--- src/rtl/bck_ctx_sched_pkg.sv ---
// rtl/bck_ctx_sched_pkg.sv - shared status tokens and context state encoding for the backward scheduler
package bck_pkg;

    localparam logic [5:0] F_init  = 6'h00;
    localparam logic [5:0] F_run   = 6'h01;
    localparam logic [5:0] F_break = 6'h02;
    localparam logic [5:0] BCK_INI = 6'h04;
    localparam logic [5:0] BCK_RUN = 6'h05;
    localparam logic [5:0] BCK_END = 6'h06;
    localparam logic [5:0] BUBBLE  = 6'h30;
    localparam logic [5:0] DONE    = 6'h20;

    typedef enum logic [2:0] {
        CS_IDLE    = 3'd0,
        CS_RDY_INI = 3'd1,
        CS_WAIT_FB = 3'd2,
        CS_RDY_RUN = 3'd3,
        CS_RDY_END = 3'd4
    } ctx_state_t;

    function automatic logic is_ready(input ctx_state_t s);
        return (s == CS_RDY_INI) || (s == CS_RDY_RUN) || (s == CS_RDY_END);
    endfunction

    function automatic logic [5:0] token_of(input ctx_state_t s);
        case (s)
            CS_RDY_INI: return BCK_INI;
            CS_RDY_RUN: return BCK_RUN;
            CS_RDY_END: return BCK_END;
            default:    return BUBBLE;
        endcase
    endfunction

endpackage

--- src/rtl/bck_ctx_sched_rr_pick.sv ---
// rtl/bck_ctx_sched_rr_pick.sv - combinational round-robin picker over an eligibility vector
// Ports:
//   elig  : one bit per context, 1 = candidate
//   ptr   : index where the search starts (tie to 0 for fixed lowest-index priority)
//   found : some candidate exists
//   idx   : first candidate at or after ptr, wrapping modulo N
module rr_pick #(
    parameter int N = 4,
    parameter int W = $clog2(N)
) (
    input  logic [N-1:0] elig,
    input  logic [W-1:0] ptr,
    output logic         found,
    output logic [W-1:0] idx
);

    logic [W-1:0] cand;

    always_comb begin
        found = 1'b0;
        idx   = '0;
        cand  = '0;
        for (int i = 0; i < N; i++) begin
            // N is a power of two, so the W-bit add wraps exactly modulo N
            cand = ptr + W'(i);
            if (!found && elig[cand]) begin
                found = 1'b1;
                idx   = cand;
            end
        end
    end

endmodule

--- src/rtl/bck_ctx_sched.sv ---
// rtl/bck_ctx_sched.sv - multi-context scheduler interleaving backward-extension tokens into stage 1
// Ports:
//   clk, rst                 : clock, synchronous active-low reset
//   stall                    : freezes issue outputs and issue-driven state changes
//   start_*                  : new read request; start_ready = a context is IDLE
//   fb_*                     : end-of-iteration feedback for context fb_slot
//   issue_*                  : registered token (status, slot, read id, bx, size)
//   done_valid/done_read_num : one-cycle pulse when a context issues BCK_END
//   active_cnt               : number of non-IDLE contexts after the current edge
//   err_fb                   : sticky, feedback arrived for a context not waiting on it
module bck_ctx_sched
    import bck_pkg::*;
#(
    parameter int NUM_CTX = 4,
    parameter int CTX_W   = $clog2(NUM_CTX)
) (
    input  logic             clk,
    input  logic             rst,
    input  logic             stall,
    input  logic             start_valid,
    output logic             start_ready,
    input  logic [8:0]       start_read_num,
    input  logic [6:0]       start_backward_x,
    input  logic [6:0]       start_forward_size_n,
    input  logic             fb_valid,
    input  logic [CTX_W-1:0] fb_slot,
    input  logic [6:0]       fb_new_size,
    input  logic [6:0]       fb_backward_i,
    output logic [5:0]       issue_status,
    output logic [CTX_W-1:0] issue_slot,
    output logic [8:0]       issue_read_num,
    output logic [6:0]       issue_backward_x,
    output logic [6:0]       issue_forward_size_n,
    output logic             done_valid,
    output logic [8:0]       done_read_num,
    output logic [CTX_W:0]   active_cnt,
    output logic             err_fb
);

    ctx_state_t st_q [NUM_CTX];
    ctx_state_t st_n [NUM_CTX];
    logic [8:0] rn_q [NUM_CTX];
    logic [8:0] rn_n [NUM_CTX];
    logic [6:0] bx_q [NUM_CTX];
    logic [6:0] bx_n [NUM_CTX];
    logic [6:0] sz_q [NUM_CTX];
    logic [6:0] sz_n [NUM_CTX];

    logic [CTX_W-1:0] rr_ptr;
    logic [NUM_CTX-1:0] idle_vec;
    logic [NUM_CTX-1:0] ready_vec;
    logic             free_found;
    logic [CTX_W-1:0] free_idx;
    logic             pick_found;
    logic [CTX_W-1:0] pick_idx;
    logic             fb_bad;
    logic [CTX_W:0]   cnt_n;

    always_comb begin
        idle_vec  = '0;
        ready_vec = '0;
        for (int i = 0; i < NUM_CTX; i++) begin
            idle_vec[i]  = (st_q[i] == CS_IDLE);
            ready_vec[i] = is_ready(st_q[i]);
        end
    end

    // Allocation is fixed priority: lowest-index IDLE context wins.
    rr_pick #(.N(NUM_CTX), .W(CTX_W)) u_free_pick (
        .elig  (idle_vec),
        .ptr   ('0),
        .found (free_found),
        .idx   (free_idx)
    );

    rr_pick #(.N(NUM_CTX), .W(CTX_W)) u_issue_pick (
        .elig  (ready_vec),
        .ptr   (rr_ptr),
        .found (pick_found),
        .idx   (pick_idx)
    );

    assign start_ready = free_found;

    // Start, feedback and issue act on disjoint states (IDLE, WAIT_FB, RDY_*),
    // so applying them in sequence never lets one overwrite another.
    always_comb begin
        for (int i = 0; i < NUM_CTX; i++) begin
            st_n[i] = st_q[i];
            rn_n[i] = rn_q[i];
            bx_n[i] = bx_q[i];
            sz_n[i] = sz_q[i];
        end
        fb_bad = 1'b0;
        cnt_n  = '0;

        if (start_valid && free_found) begin
            st_n[free_idx] = CS_RDY_INI;
            rn_n[free_idx] = start_read_num;
            bx_n[free_idx] = start_backward_x;
            sz_n[free_idx] = start_forward_size_n;
        end

        if (fb_valid) begin
            if (st_q[fb_slot] == CS_WAIT_FB) begin
                if ((fb_new_size == 7'd0) || (fb_backward_i == 7'd0)) begin
                    st_n[fb_slot] = CS_RDY_END;
                end else begin
                    st_n[fb_slot] = CS_RDY_RUN;
                    sz_n[fb_slot] = fb_new_size;
                    bx_n[fb_slot] = fb_backward_i;
                end
            end else begin
                fb_bad = 1'b1;
            end
        end

        if (!stall && pick_found) begin
            if (st_q[pick_idx] == CS_RDY_END) begin
                st_n[pick_idx] = CS_IDLE;
            end else begin
                st_n[pick_idx] = CS_WAIT_FB;
            end
        end

        for (int i = 0; i < NUM_CTX; i++) begin
            if (st_n[i] != CS_IDLE) begin
                cnt_n = cnt_n + (CTX_W+1)'(1);
            end
        end
    end

    always_ff @(posedge clk) begin
        if (!rst) begin
            for (int i = 0; i < NUM_CTX; i++) begin
                st_q[i] <= CS_IDLE;
                rn_q[i] <= '0;
                bx_q[i] <= '0;
                sz_q[i] <= '0;
            end
            rr_ptr               <= '0;
            issue_status         <= BUBBLE;
            issue_slot           <= '0;
            issue_read_num       <= '0;
            issue_backward_x     <= '0;
            issue_forward_size_n <= '0;
            done_valid           <= 1'b0;
            done_read_num        <= '0;
            active_cnt           <= '0;
            err_fb               <= 1'b0;
        end else begin
            for (int i = 0; i < NUM_CTX; i++) begin
                st_q[i] <= st_n[i];
                rn_q[i] <= rn_n[i];
                bx_q[i] <= bx_n[i];
                sz_q[i] <= sz_n[i];
            end
            active_cnt <= cnt_n;
            if (fb_bad) begin
                err_fb <= 1'b1;
            end

            if (stall) begin
                done_valid <= 1'b0;
            end else if (pick_found) begin
                issue_status         <= token_of(st_q[pick_idx]);
                issue_slot           <= pick_idx;
                issue_read_num       <= rn_q[pick_idx];
                issue_backward_x     <= bx_q[pick_idx];
                issue_forward_size_n <= sz_q[pick_idx];
                rr_ptr               <= pick_idx + CTX_W'(1);
                done_valid           <= (st_q[pick_idx] == CS_RDY_END);
                if (st_q[pick_idx] == CS_RDY_END) begin
                    done_read_num <= rn_q[pick_idx];
                end
            end else begin
                issue_status         <= BUBBLE;
                issue_slot           <= '0;
                issue_read_num       <= '0;
                issue_backward_x     <= '0;
                issue_forward_size_n <= '0;
                done_valid           <= 1'b0;
            end
        end
    end

endmodule

--- config.mk ---
export PLATFORM = sky130hd
export DESIGN_NAME = bck_ctx_sched
export DESIGN_NICKNAME = d
export VERILOG_FILES = /design/src/rtl/bck_ctx_sched_pkg.sv /design/src/rtl/bck_ctx_sched_rr_pick.sv /design/src/rtl/bck_ctx_sched.sv
export SDC_FILE = /design/constraint.sdc
export NUM_CORES = 1
export LEC_CHECK = 0
export BUFFER_PORTS_ARGS = -buffer_cell sky130_fd_sc_hd__buf_2
export CORE_MARGIN = 2
export CORE_UTILIZATION = 40
export DETAILED_ROUTE_END_ITERATION = 8
export PLACE_DENSITY_LB_ADDON = 0.2
export SETUP_SLACK_MARGIN = 0.02
export SLEW_MARGIN = 40
export SYNTH_ARGS = -nofsm -noshare
export SYNTH_HDL_FRONTEND = slang
export SYNTH_HIERARCHICAL = 1
export SYNTH_SLANG_ARGS = --single-unit
--- constraint.sdc ---
create_clock -name clk -period 5.64 [get_ports clk]
set_input_delay 0.564 -clock clk [delete_from_list [all_inputs] [get_ports clk]]
set_output_delay 0.564 -clock clk [all_outputs]
set_load 0.1 [all_outputs]
==> reports/qor.yml <==
status: "finished clean"
rsz0062_at_grt: "false"
final_common_cell: "nand2_1"
power_density_nw_per_um2: 359
crit_path_end: "active_cnt[1]"
worstPathRequired_ps: 5940
tns_ps: 0
core_sq_um: 16700
ff2ff_path_depth: 14
detail_route.wl_per_cell_um: 18.3
cp_cell_sequence: "mux2_2, a221o_1, a21oi_4, mux4_2, or3b_1, nor2_1, a31oi_1, inv_1, ha_1, or3_1, nand2_1, ha_1, o21ai_0, a31oi_1"
routed_wl_um: 20400
synth_fa_ha_area_share_pct: 1.27
layout_common_cells: "nand2_1, dfxtp_1, nor2_1"
path_clk_slew_ps: 60
setup_viol: 0
reg2reg_from: "st_q[0][2]"
overflow: 0
grt_pass1_vias: 5921
crit_family: "simple AND/OR/NAND/NOR gates"
tightest_slew_ps: 753
syn-cell-area_sq_um: 6880
dp.cells: 1085
ant_nets: 0
worstSetupStartpointType: "register"
drv_slew: 0
drive_gt1_share_pct: 19.8
area_growth_pct: 18.7
clockBufferDepth: 2
layout.nets: 935
grt_first_pass_wirelength_um: 32200
synth_top_family_by_area: "simple AND/OR/NAND/NOR gates"
drt_first_iter_violations: 487
cts_buffers: 17
holdWs_ps: 412
vias: 6343
fin_crit_ps: 4260
yosysSeqAreaShare_pct: 43.4
clock.fmax_mhz: 235
yosys.area_share.simple_pct: 22.4
die_area_sq_um: 18300
io_buffers: 88
htree_levels: 4
grt_antenna_before_repair: 0
grt_max_degree: 77
ys_ff_latch: 149
ys.flop_type: "dfxtp_1"
synth-xor-area-share_pct: 0
synth.area.mux_share_pct: 11.0
clock_latency_ps: 420
hp-class: "in -> reg"
cts-hold-fix-buffers: 0
critPathSlowestCell: "or3b_1"
cp_num_buf_inv: 1
die_x_um: 135
initial_core_util_pct: 41.2
cap_violations: 0
yosysTopAreaCell: "dfxtp_1"
synth_top_area_share_pct: 43.4
firstDrtPassIters: 5
endpoint_kind: "register"
yosysWarnings: 6
antennaDiodeCount: 0
cts_resized: 0
p_leak_nw: 3.06
place_area_sq_um: 7540
clockRootBuffer: "clkbuf_16"
synthArstFlopShare_pct: 0
crit_fanout: 8
tritoncts: "done"
regToRegEndpoint: "active_cnt[1]"
synth-edff-count: 0
vdd_drop_max_mv: 0.212
synth.area.top_cells: "dfxtp_1, nand2_1, mux4_2"
min_period_over_period_pct: 75.6
syn_inst: 817
post_cts_buffers: 0
grt_use_total_pct: 22.7
fin_cells: 1117
drc: 0
cts_sinks: 149
cpPeakStageDelay_ps: 580
synth_cell_types: 48
critPathArrivalTime_ps: 4570
max_slew_margin_pct: 49.8
viasPerCell: 5.68
die_h_um: 135
io_pins: 90
dp_hpwl_um: 12500
reg2reg_slack_ps: 1380
fin_area_sq_um: 8170
finalHoldViolations: 0
synth_compound_area_share_pct: 17.2
setup.worst_path.class: "reg -> reg"
fin_skew_ps: 9.00
path_depth: 14
row_count: 47
crit_start: "st_q[0][2]"
avgSynthCellArea_sq_um: 8.42
place_congestion: 0.901
## state kept, by name (all words and copies together), names as in the netlist
register / cells
issue_forward_size_n: 7
err_fb: 1
st_q: 12
done_valid: 1
issue_slot: 2
done_read_num: 9
bx_q: 28
issue_read_num: 9
sz_q: 28
rn_q: 36
issue_backward_x: 7
issue_status: 4
active_cnt: 3
rr_ptr: 2
## cell usage after synthesis (4+ instances only)
cell type and instances:
a211oi_1 5, a21oi_1 53, a22oi_1 28, a311oi_1 58
buf_1 5, clkbuf_1 52, dfxtp_1 149, ha_1 7
inv_1 15, mux2_2 4, mux2i_1 9, mux4_1 4
mux4_2 23, nand2_1 207, nand2b_1 5, nand3_1 9
nor2_1 111, nor3_1 18, nor4_1 4, o21ai_0 7
or3_1 4
## worst min path at each step
stage	startpoint	end	slack, ps	cells past startpoint
5_1_grt	start_read_num[6]	rn_q[3][6]	410	3
2_1_floorplan	rn_q[1][3]	rn_q[1][3]	430	2
3_3_place_gp	rn_q[1][4]	rn_q[1][4]	440	2
6_report	start_read_num[7]	rn_q[2][7]	410	3
3_5_place_dp	rn_q[1][4]	rn_q[1][4]	440	2
4_1_cts	start_read_num[8]	rn_q[0][8]	400	3
## kinds of logic (layout without fill, tap and decap cells)
kind of cell             count (synthesis)  in the layout
adder cells (fa/ha/maj)                  7              7
buffers and inverters                   79            152
AO/OA/AOI/OAI                          167            167
multiplexers                            40             40
flip-flops                             149            149
AND/OR/NAND/NOR                        374            374
other                                    1              8
## power by group
part / switching [mW] / internal, mW / total [mW]
Combinational: 0.402 / 0.190 / 0.592
Clock: 0.437 / 0.751 / 1.19
Sequential: 0.0376 / 1.12 / 1.15
## worst register-to-register path: stages (launching register included)
cell	delay, ps
dfxtp_1	440
mux2_2	410
a221o_1	350
a21oi_4	230
mux4_2	570
or3b_1	580
nor2_1	200
a31oi_1	80
inv_1	90
ha_1	240
or3_1	420
nand2_1	100
ha_1	220
o21ai_0	170
a31oi_1	50
## area by class of cell
type                       count  area [sq um]
sequential                   149          2980
inverter                      17          68.8
tap                          220           275
clock inverter                 9           123
clock buffer                  23           498
multi-input combinational    596          3660
timing repair buffer         103           553
fill                        1639          8540
## layer usage
layer / vias up / track usage [%] / routed length (um)
met1: 3022 / 30.8 / 9240
met5: - / 0 / 0
met3: 23 / 4.53 / 1440
met2: 256 / 36.9 / 9450
met4: 0 / 6.48 / 270
li1: 3042 / - / -
## metrics by stage
step	worst slack, ps	util, %	total power [mW]
floorplan	1540	-	1.59
CTS	1400	48.8	2.95
global route	1140	48.9	3.06
global placement	1500	45.0	1.76
detailed placement	1410	45.1	1.76
finish	1380	48.9	2.93
Note: power is estimated with default switching activity, not from simulation.
